[src/rtl/if_fetch.sv]
// Instruction-fetch stage: next-PC selection, IF/ID pipeline registers and a
// 2-bit saturating-counter branch history table feeding decode's prediction.
module if_fetch #(
    parameter logic [31:0] RESET_PC  = 32'h0000_0000,
    parameter int          BHT_IDX_W = 6
) (
    input  logic        clk,
    input  logic        rst,
    input  logic [31:0] pc_nxt,
    input  logic        stall_IF,
    input  logic        redirect_en,
    input  logic [31:0] redirect_pc,
    input  logic        bht_upd_en,
    input  logic [31:0] bht_upd_pc,
    input  logic        bht_upd_taken,
    output logic [31:0] imem_addr,
    input  logic [31:0] imem_rdata,
    output logic [31:0] pc_IF,
    output logic [31:0] pc_4_IF,
    output logic [31:0] ir_IF,
    output logic        predict
);

    localparam logic [31:0] NOP   = 32'h0000_0013;
    localparam int          BHT_N = 1 << BHT_IDX_W;

    logic                 boot;
    logic                 advance;
    logic [1:0]           bht [BHT_N];
    logic [BHT_IDX_W-1:0] fetch_idx;
    logic [BHT_IDX_W-1:0] upd_idx;
    logic [1:0]           upd_cnt;
    logic                 unused_bits;

    // NOTE: every path assigns imem_addr, so this stays pure combinational logic (no latch).
    always_comb begin
        if (redirect_en) begin
            imem_addr = redirect_pc;
        end else if (stall_IF) begin
            imem_addr = pc_IF;
        end else if (boot) begin
            imem_addr = pc_4_IF;
        end else begin
            imem_addr = pc_nxt;
        end
    end

    assign advance   = ~stall_IF | redirect_en;
    assign fetch_idx = imem_addr[BHT_IDX_W+1:2];
    assign upd_idx   = bht_upd_pc[BHT_IDX_W+1:2];
    assign upd_cnt   = bht[upd_idx];

    // Until the first memory word returns, decode sees a NOP and forwards RESET_PC.
    assign ir_IF = boot ? NOP : imem_rdata;

    // NOTE: state registers use non-blocking assignments so all flops update from pre-edge values.
    always_ff @(posedge clk or posedge rst) begin
        if (rst) begin
            pc_IF   <= RESET_PC - 32'd4;
            pc_4_IF <= RESET_PC;
            predict <= 1'b0;
            boot    <= 1'b1;
        end else if (advance) begin
            pc_IF   <= imem_addr;
            pc_4_IF <= imem_addr + 32'd4;
            predict <= bht[fetch_idx][1];
            boot    <= 1'b0;
        end
    end

    // NOTE: the BHT is a flop array, not a RAM, so every entry can be reset to weakly-not-taken.
    // The lookup above reads the pre-edge counter, so a same-edge update is never lost.
    always_ff @(posedge clk or posedge rst) begin
        if (rst) begin
            bht <= '{default: 2'b01};
        end else if (bht_upd_en) begin
            if (bht_upd_taken && upd_cnt != 2'b11) begin
                bht[upd_idx] <= upd_cnt + 2'd1;
            end else if (!bht_upd_taken && upd_cnt != 2'b00) begin
                bht[upd_idx] <= upd_cnt - 2'd1;
            end
        end
    end

    assign unused_bits = ^{bht_upd_pc[31:BHT_IDX_W+2], bht_upd_pc[1:0]};

endmodule

[config.mk]
export PLATFORM = sky130hd
export DESIGN_NAME = if_fetch
export DESIGN_NICKNAME = d
export VERILOG_FILES = /design/src/rtl/if_fetch.sv
export SDC_FILE = /design/constraint.sdc
export NUM_CORES = 1
export LEC_CHECK = 0
export CAP_MARGIN = 20
export CORE_MARGIN = 4
export CORE_UTILIZATION = 40
export DETAILED_ROUTE_END_ITERATION = 7
export GPL_ROUTABILITY_DRIVEN = 0
export PLACE_DENSITY_LB_ADDON = 0.12
export SYNTH_ARGS = -nofsm -noshare
export SYNTH_HDL_FRONTEND = slang
export SYNTH_SLANG_ARGS = --single-unit
[constraint.sdc]
create_clock -name clk -period 16 [get_ports clk]
set_clock_uncertainty 0.2 [all_clocks]
set_input_delay 1.6 -clock clk [delete_from_list [all_inputs] [get_ports clk]]
set_output_delay 1.6 -clock clk [all_outputs]
set_load 0.1 [all_outputs]
==> results.md, run 1 <==
- Fin nets: around 1,400
- Crit path DAT: 5.05 ns
- Routed wire length: roughly 37,000 um
- Diode count: 0
- CP Capture Type: primary output
- Reg power frac: 38.3%
- DP Area: 13,730 um2
- Worst Hold Class: reg -> reg
- Sw frac: about two fifths
- Pint: 0.9625 mW
- Post-route DRC: 0
- Row count: 60
- Cts hold-fix bufs: 0
- Post-CTS setup buffers: 0
- Async SR Flop Fraction: 100.0%
- Gr busiest metal: met2
- Synth Register Bits: 192
- Routing usage on met1: 31.57%
- RSZ-0062 raised after global routing: no
- Syn Area/Cell: about 10 um2
- Reg-to-Reg End: pc_4_IF[24]$_DFFE_PP0P_
- Endpoints failing setup: 0
- Via density: approximately 5.7
- Synth warn: 0
- Final core utilization: a little over half
- Setup crit start: redirect_en
- FF-to-FF path depth: 11
- Fmax: about 150 MHz
- Die Span X: 174.1 um
- Combinational Power Share: about a third
- Hold Path Origin: pc_4_IF[26]$_DFFE_PP0P_
- CP Class: in -> out
- Hold Fails Final Rpt: 0
- Clock root buffer: clkbuf_16
- Total leakage power: between 5 and 6 nW
- Syn nets: 1,216
- Net Switching: about 0.63 mW
- Final ANT Viol Nets: 0
- RR Startpoint: boot$_DFFE_PP1P_
- Total track usage: 23.41%
- EDFF count, synth: 0
- Worst-path clk slew: 0.07 ns
- Largest area contributor in the synthesized netlist: dfstp_2
- Worst Tran Pin Value: 1.062 ns
- DR iter-0 viols: about 630
- DIE AREA: 30,300 um2
- Main synth FF type: dfrtp_1
- CTS tree: yes
- Startpoint types: input pin
- Most numerous cell in the Yosys netlist: mux2_2
- Clock network power share: between 20% and 30%
- Worst hold path depth: 2
- Total gr overflow: 0
- Commonest cells post-synth: mux2_2, nand2_1, dfrtp_1
- Num CTS Buffers: 17
- CTS resizes: 0
- Synthesized instance count: 1,079
- Clock sinks: 192
- Number of global-route vias before repair: 9,173
- Min Hold Slack: slightly below 0.3 ns
- First-pass DRT Iterations: 5
- Slew margin rel.: between 20 and 30%
- Power per cell area: around 110 nW/um2
- Setup_tns: 0 ns
- Area Growth Syn to Fin: 30.17%
- Post-Layout Inst Area: ~14,000 um2
- Routed via count: around 9,400
- Area contributors post-synth: dfstp_2, dfrtp_1, mux2_2
- Post-route minimum period: 6.848 ns
- Grt met3 use: 3.849%
- Wirelength per Cell: 22.39 um
- Outcome: complete, no violations
- Ports: 263
- Starting Density: between 40% and 50%
- Largest net degree at the start of global routing: 122
- Share of layout cells above drive strength 1: 26.31%
- Met2 Resource Use GR: around two fifths
- CTS max path bufs: 2
- Required time of the critical path: 14.20 ns
- First-pass GRT wire length: 55,880 um
- Core ar.: 27,030 um2
- CTS HTree Levels: 4
- VDD IR max: between 0.07 and 0.08 mV
- WHS Endpoint: pc_4_IF[26]$_DFFE_PP0P_
- Top-area cell type share of the netlist area: 22.62%
- Slew Viols, Final: 0
- Cell Area, Synth: between 10,000 and 15,000 um2
- Die Ht: 174.1 um
- Worst skew pair latency: 0.44 ns
- Max-cap violation count: 0
- Max Fanout on Critical Path: 57
- Reg2reg setup slack: 10.99 ns
- Register area share after synthesis: between 40 and 50%
- Unique masters post-synth: 76
- Final period utilization: 42.80%
- Antenna violations before repair: 0
- DP Wirelength: 25,170 um
- PortBufs: 236
[worst max-delay path: stages]
cell	delay (ns)
buf_2	0.08
buf_4	0.49
or2_1	0.50
o211a_1	0.80
inv_2	0.44
clkdlybuf4s50_1	1.10
[cell families after synthesis]
logic type	count (synthesis)	synth area share (%)
xor gates and xnor gates	21	1.667
muxes	184	18.53
adders and majority gates	3	0.3402
and+or+nand+nor	343	15.53
buffers and inverters	113	4.253
AOI/OAI and AO/OA	223	15.06
DFF	192	44.62
[layout by cell type, fill, tap and decap left out, drive strengths merged, types with 24 or more instances in the layout]
cell / count
a21oi: 31
a22oi: 72
buf: 28
clkdlybuf4s50: 234
dfrtp: 97
dfstp: 95
inv: 42
mux2: 159
mux2i: 25
nand2: 149
nand4: 24
nor2: 49
nor2b: 34
o21ai: 27
[power groups by stage]
stage          Clock, mW  Sequential (mW)  Combinational, mW
6_report           0.444            0.609              0.538
5_1_grt            0.472            0.617              0.564
4_1_cts            0.452            0.609              0.537
3_5_place_dp           0            0.618              0.536
3_3_place_gp           0            0.615              0.533
2_1_floorplan          0            0.734              0.261
[area by class of cell]
cell class              count  area [um2]
fillers                  2457       12660
flip-flops and latches    192        4923
multi-input cells         774        5712
well taps                 341       426.7
repair buffers            262        2556
clock inverters            14       171.4
inverters                  36       142.6
clock buffers              18       429.2
[through the flow]
step | setup slack [ns] | cells | power, mW
floorplan | 9.130 | 1079 | 0.9958
global placement | 9.168 | 1602 | 1.148
detailed placement | 9.153 | 1603 | 1.154
CTS | 9.148 | 1635 | 1.598
global route | 8.988 | 1637 | 1.653
finish | 9.152 | 1637 | 1.592
[per-layer routing]
layer | vias up | part of all wire [%]
met2 | 324 | 49
met4 | 0 | 1.7
li1 | 4353 | -
met5 | - | 0
met1 | 4687 | 45
met3 | 48 | 5.0
[worst max-delay path by stage]
stage | endpoint
floorplan | bht[101]$_DFFE_PP0P_
global placement | bht[113]$_DFFE_PP0P_
detailed placement | bht[115]$_DFFE_PP0P_
CTS | imem_addr[3]
global route | imem_addr[3]
finish | imem_addr[3]
No activity file was read; power rests on OpenSTA's default activity.
==> run 2: changes to the inputs <==
- clock period: 16 -> 6.2 ns (I/O delays scaled with it)
==> results.md, run 2 (synthesis results as in run 1) <==
- Clock sinks: 192 (unchanged)
- Setup_tns: 0 ns (unchanged)
- Die Span X: 174.1 um (unchanged)
- First-pass DRT Iterations: 5 (unchanged)
- Fmax: a little over 200 MHz
- DP Wirelength: 26,490 um (+5.2%)
- Most frequent cells in the layout: clkdlybuf4s50_1, mux2_2, nand2_1, dfrtp_1, dfstp_2
- Pint: 2.424 mW (+150%)
- CTS max path bufs: 2 (unchanged)
- Cts hold-fix bufs: 0 (unchanged)
- FF-to-FF path depth: 8 (-3)
- Total gr overflow: 0 (unchanged)
- DIE AREA: 30,300 um2 (unchanged)
- CTS tree: yes
- Required time of the critical path: 6.33 ns (-7.87 ns)
- Clock root buffer: clkbuf_16
- Routing usage on met1: 31.96% (+0.39 points)
- CTS resizes: 0 (unchanged)
- Net Switching: 1.645 mW (+160%)
- Max-cap violation count: 0 (unchanged)
- Worst hold path depth: 2 (unchanged)
- Worst skew pair latency: 0.44 ns (about the same)
- Gr busiest metal: met2
- Clock network power share: 26.8% (-1.1 points)
- Post-route DRC: 0 (unchanged)
- Outcome: complete, no violations
- Hold Path Origin: pc_IF[27]$_DFFE_PP1P_
- Worst-path clk slew: 0.08 ns (about the same)
- Worst-path cell chain: clkdlybuf4s50_1 -> and3b_1 -> a22oi_1 -> nand4_1 -> a22o_1 -> nor4_2 -> inv_1 -> ha_1 -> nor2b_1 -> o21ai_1 -> nor4_1 -> buf_4 -> nand2_1 -> mux2_2
- Met2 Resource Use GR: 40.19% (+0.16 points)
- Number of global-route vias before repair: 9,535 (+3.9%)
- Reg-to-Reg End: pc_4_IF[24]$_DFFE_PP0P_
- Row count: 60 (unchanged)
- Total leakage power: 5.814 nW (+1.1%)
- Placed cells: 1,619 (+1.0%)
- Slew margin rel.: 29.15% (+0.92 points)
- RSZ-0062 raised after global routing: no
- PortBufs: 236 (unchanged)
- Final Power: 4.070 mW (+160%)
- Final ANT Viol Nets: 0 (unchanged)
- RR Startpoint: boot$_DFFE_PP1P_
- DR iter-0 viols: 661 (+4.8%)
- Wirelength per Cell: 22.47 um (+0.36%)
- Routed via count: 9,496 (+0.89%)
- Grt met3 use: 4.545% (+0.70 points)
- Via density: 5.748 (about the same)
- Ports: 263 (unchanged)
- Post-route minimum period: 4.886 ns
- Post-CTS setup buffers: 0 (unchanged)
- Worst Tran Pin Value: 1.059 ns (-0.002695 ns)
- Antenna violations before repair: 0 (unchanged)
- Slew Viols, Final: 0 (unchanged)
- Final std cells w/o fill: 1,652 (+0.92%)
- Reg power frac: 38.7% (+0.4 points)
- Largest net degree at the start of global routing: 103 (-16%)
- First-pass GRT wire length: 57,130 um (+2.2%)
- Total track usage: 23.99% (+0.57 points)
- Sw frac: 40.43% (+0.90 points)
- Fin nets: 1,435 (+1.1%)
- Starting Density: 40.82% (unchanged)
- Share of layout cells above drive strength 1: 27.23% (+0.92 points)
- Power per cell area: 282.0 nW/um2 (+150%)
- CP Class: in -> reg
- Diode count: 0 (unchanged)
- Area Growth Syn to Fin: 30.81%
- Largest stage delay on the critical path: 0.76 ns (-0.34 ns)
- Combinational Power Share: 34.5% (+0.7 points)
- CP Capture Type: flop
- Final period utilization: about four fifths
- Endpoints failing setup: 0 (unchanged)
- Num CTS Buffers: 17 (unchanged)
- Most common cell after layout, fill and taps aside: clkdlybuf4s50_1
- Worst Hold Class: reg -> reg
- VDD IR max: 0.2199 mV (+210%)
- Routed wire length: 37,110 um (+1.3%)
- Core ar.: 27,030 um2 (unchanged)
- WHS Endpoint: pc_IF[27]$_DFFE_PP1P_
- Hold Fails Final Rpt: 0 (unchanged)
- Die Ht: 174.1 um (unchanged)
- CTS HTree Levels: 4 (unchanged)
- Max Fanout on Critical Path: 15 (-74%)
- Worst-path cell with the longest stage delay: clkdlybuf4s50_1
- Startpoint types: input pin
- Reg2reg setup slack: 1.77 ns (-9.22 ns)
- Crit path DAT: 5.01 ns (-0.04 ns)
## run 2: cell types whose count changed in the layout (fill, tap and decap cells not counted), sizes merged
cell | previous run | this run
clkinvlp | 1 | 2
clkinv | 5 | 3
inv | 42 | 44
clkdlybuf4s50 | 234 | 232
bufinv | 2 | 0
clkbuf | 18 | 19
buf | 28 | 45
## run 2: worst max path at each step
stage / start / to / cells past startpoint / slack (ns)
final: bht_upd_pc[4] / bht[79]$_DFFE_PP0P_ / 14 / 1.31
after global routing: bht_upd_pc[4] / bht[17]$_DFFE_PP0P_ / 14 / 1.03
after CTS: bht_upd_pc[4] / bht[79]$_DFFE_PP0P_ / 14 / 1.31
after detailed placement: bht_upd_pc[4] / bht[79]$_DFFE_PP0P_ / 14 / 0.86
after global placement: bht_upd_pc[4] / bht[79]$_DFFE_PP0P_ / 14 / 0.86
after floorplan: rst / bht[101]$_DFFE_PP0P_ / 1 / 0.31
## run 2: worst max-delay path: cells and delay by family
| family | cells | cell delay (ns) |
|---|---|---|
| adder cells (fa/ha/maj) | 1 | 0.19 |
| multiplexers | 1 | 0.32 |
| AND/OR/NAND/NOR | 6 | 1.83 |
| AO/OA/AOI/OAI | 3 | 0.93 |
| buffers and inverters | 3 | 1.11 |
## run 2: power groups by stage
| stage | Combinational [mW] | Clock (mW) | Sequential (mW) |
|---|---|---|---|
| floorplan | 0.675 | 0 | 1.89 |
| global placement | 1.39 | 0 | 1.59 |
| detailed placement | 1.40 | 0 | 1.60 |
| CTS | 1.40 | 1.10 | 1.58 |
| global route | 1.47 | 1.16 | 1.59 |
| finish | 1.40 | 1.09 | 1.58 |
## run 2: through the flow
stage                     util, %  area [um2]  worst slack, ns  hold WS (ns)
after floorplan                 -       11030           0.3100        0.2971
after global placement      51.28       13860           0.8595        0.2761
after detailed placement    51.28       13860           0.8551        0.2772
after CTS                   53.35       14420            1.308        0.2892
after global routing        53.40       14430            1.028        0.3303
final                       53.40       14430            1.314        0.2894
## run 2: area by class of cell
| type | count | area (um2) |
|---|---|---|
| tap | 341 | 426.7 |
| clock inverter | 13 | 115.1 |
| sequential | 192 | 4923 |
| fill | 2452 | 12590 |
| clock buffer | 19 | 442.9 |
| timing repair buffer | 277 | 2675 |
| multi-input combinational | 774 | 5707 |
| inverter | 36 | 142.6 |
## run 2: layer usage
metal | part of all wire, % | vias to the layer above
met5 | 0 | -
met4 | 2.6 | 0
met3 | 5.6 | 59
met2 | 48 | 376
met1 | 44 | 4685
li1 | - | 4376
==> run 3: changes to the inputs <==
- clock period: 6.2 -> 4.8 ns (I/O delays scaled with it)
==> results.md, run 3 (synthesis results as in run 1) <==
- Most frequent cells in the layout: clkdlybuf4s50_1, mux2_2, nand2_1, dfrtp_1, buf_4
- Placed cells: 1,650 (+1.9%)
- Total gr overflow: 0 (unchanged)
- Worst hold path depth: 2 (unchanged)
- Crit path DAT: 4.51 ns (-0.50 ns)
- Core ar.: 27,030 um2 (unchanged)
- Most common cell after layout, fill and taps aside: clkdlybuf4s50_1
- Routed wire length: 37,500 um (+1.0%)
- Die Span X: 174.1 um (unchanged)
- Endpoints failing setup: 0 (unchanged)
- FF-to-FF path depth: 9 (+1)
- Diode count: 0 (unchanged)
- Cts hold-fix bufs: 0 (unchanged)
- Slew margin rel.: 25.83% (-3.3 points)
- CTS HTree Levels: 4 (unchanged)
- Final core utilization: 54.24% (+0.84 points)
- Post-route minimum period: between 4 and 5 ns
- Post-CTS setup buffers: 0 (unchanged)
- RR Startpoint: boot$_DFFE_PP1P_
- Hold Path Origin: pc_IF[27]$_DFFE_PP1P_
- CTS tree: yes
- First-pass DRT Iterations: 5 (unchanged)
- Worst Tran Pin Value: 1.109 ns (+0.04913 ns)
- Power per cell area: 362.6 nW/um2 (+29%)
- DIE AREA: 30,300 um2 (unchanged)
- PortBufs: 236 (unchanged)
- Routed via count: 9,614 (+1.2%)
- Outcome: complete, no violations
- Final period utilization: approximately 90%
- Worst-path clk slew: 0.07 ns (about the same)
- Clock root buffer: clkbuf_16
- VDD IR max: 0.3501 mV (+59%)
- Worst-path cell chain: clkdlybuf4s50_1 -> nand2_1 -> nor2_1 -> buf_4 -> a22oi_1 -> nand4_1 -> a22o_1 -> nor4_2 -> buf_4 -> inv_1 -> ha_1 -> nor2b_1 -> o21ai_1 -> buf_4 -> nor2_1 -> buf_4 -> nand2_1 -> mux2_2
- DP Wirelength: 27,170 um (+2.6%)
- Hold Fails Final Rpt: 0 (unchanged)
- Antenna violations before repair: 2 (+2)
- Worst-path cell with the longest stage delay: nor2_1
- Largest net degree at the start of global routing: 103 (unchanged)
- Num CTS Buffers: 17 (unchanged)
- Starting Density: 40.82% (unchanged)
- Total leakage power: 6.018 nW (+3.5%)
- Number of global-route vias before repair: 9,618 (+0.87%)
- Final Power: 5.315 mW (+31%)
- CTS resizes: 0 (unchanged)
- Setup crit start: bht_upd_pc[2]
- Max Fanout on Critical Path: 9 (-6)
- Max-cap violation count: 0 (unchanged)
- Share of layout cells above drive strength 1: 31.25% (+4.0 points)
- Die Ht: 174.1 um (unchanged)
- Row count: 60 (unchanged)
- Final ANT Viol Nets: 0 (unchanged)
- Startpoint types: input pin
- CP Capture Type: flop
- CTS max path bufs: 2 (unchanged)
- DR iter-0 viols: 588 (-11%)
- Most used cell, CP: buf_4
- Slew Viols, Final: 0 (unchanged)
- Fin nets: 1,465 (+2.1%)
- Total track usage: 24.22% (+0.23 points)
- Final std cells w/o fill: 1,682 (+1.8%)
- Clock sinks: 192 (unchanged)
- Ports: 263 (unchanged)
- Area Growth Syn to Fin: 32.86%
- Reg2reg setup slack: 0.73 ns (-1.04 ns)
- Wirelength per Cell: 22.30 um (-0.75%)
- Setup_tns: 0 ns (unchanged)
- First-pass GRT wire length: 57,940 um (+1.4%)
- Worst skew pair latency: 0.44 ns (about the same)
- Via density: 5.716 (-0.56%)
- Required time of the critical path: 4.92 ns (-1.41 ns)
- Worst Hold Class: reg -> reg
- Fmax: 228.0 MHz
- RSZ-0062 raised after global routing: no
- Post-route DRC: 0 (unchanged)
- Largest stage delay on the critical path: 0.85 ns (+0.09 ns)
- CP Class: in -> reg
-- run 3: cell count changes in the layout (fill, tap and decap cells not counted), moves of 2 or more --
cell	change
clkdlybuf4s50_1	-30
clkinv_2	+2
o221ai_2	+2
buf_4	+55
inv_6	-2
buf_12	+6
nor3b_4	-3
nor3b_2	+3
o221ai_1	-2
-- run 3: worst paths after layout --
kind / end
min: pc_IF[27]$_DFFE_PP1P_
max: bht[27]$_DFFE_PP0P_
max reg2reg: pc_4_IF[25]$_DFFE_PP0P_
max in group asynchronous: pc_IF[11]$_DFFE_PP1P_
min in group asynchronous: bht[127]$_DFFE_PP0P_
min reg2reg: pc_IF[27]$_DFFE_PP1P_
-- run 3: per-layer routing --
| metal | vias to the layer above | share of wire (%) | global-route usage, % |
|---|---|---|---|
| met5 | - | 0.040 | 0 |
| li1 | 4450 | - | - |
| met2 | 355 | 48 | 40.58 |
| met3 | 62 | 6.2 | 4.915 |
| met4 | 2 | 2.4 | 7.588 |
| met1 | 4745 | 43 | 31.66 |
-- run 3: stage by stage --
stage / hold WS [ns] / worst slack (ns) / instance area [um2]
2_1_floorplan: 0.2971 / 0.02701 / 11060
3_3_place_gp: 0.2700 / 0.02354 / 14070
3_5_place_dp: 0.2762 / -0.05687 / 14070
4_1_cts: 0.2884 / 0.4123 / 14660
5_1_grt: 0.3359 / 0.1649 / 14660
6_report: 0.2927 / 0.4135 / 14660
-- run 3: layout make-up --
class / count / area (um2)
multi-input cells: 774 / 5692
well taps: 341 / 426.7
clock inverters: 14 / 146.4
clock buffers: 18 / 439.2
inverters: 36 / 138.9
fillers: 2413 / 12370
repair buffers: 307 / 2893
flip-flops and latches: 192 / 4923
-- run 3: report_power, final --
| part | internal, mW | switching [mW] | total, mW | leakage (nW) |
|---|---|---|---|---|
| clock network | 0.750 | 0.703 | 1.45 | 0.290 |
| logic | 0.551 | 1.28 | 1.83 | 3.47 |
| registers | 1.89 | 0.145 | 2.03 | 2.25 |
| total | 3.19 | 2.13 | 5.32 | 6.02 |
-- run 3: critical path, delay by kind of cell --
kind / cells / cell delay [ns]
buffers and inverters: 6 / 1.53
AND/OR/NAND/NOR: 7 / 1.40
AO/OA/AOI/OAI: 3 / 0.60
multiplexers: 1 / 0.35
adder cells (fa/ha/maj): 1 / 0.14
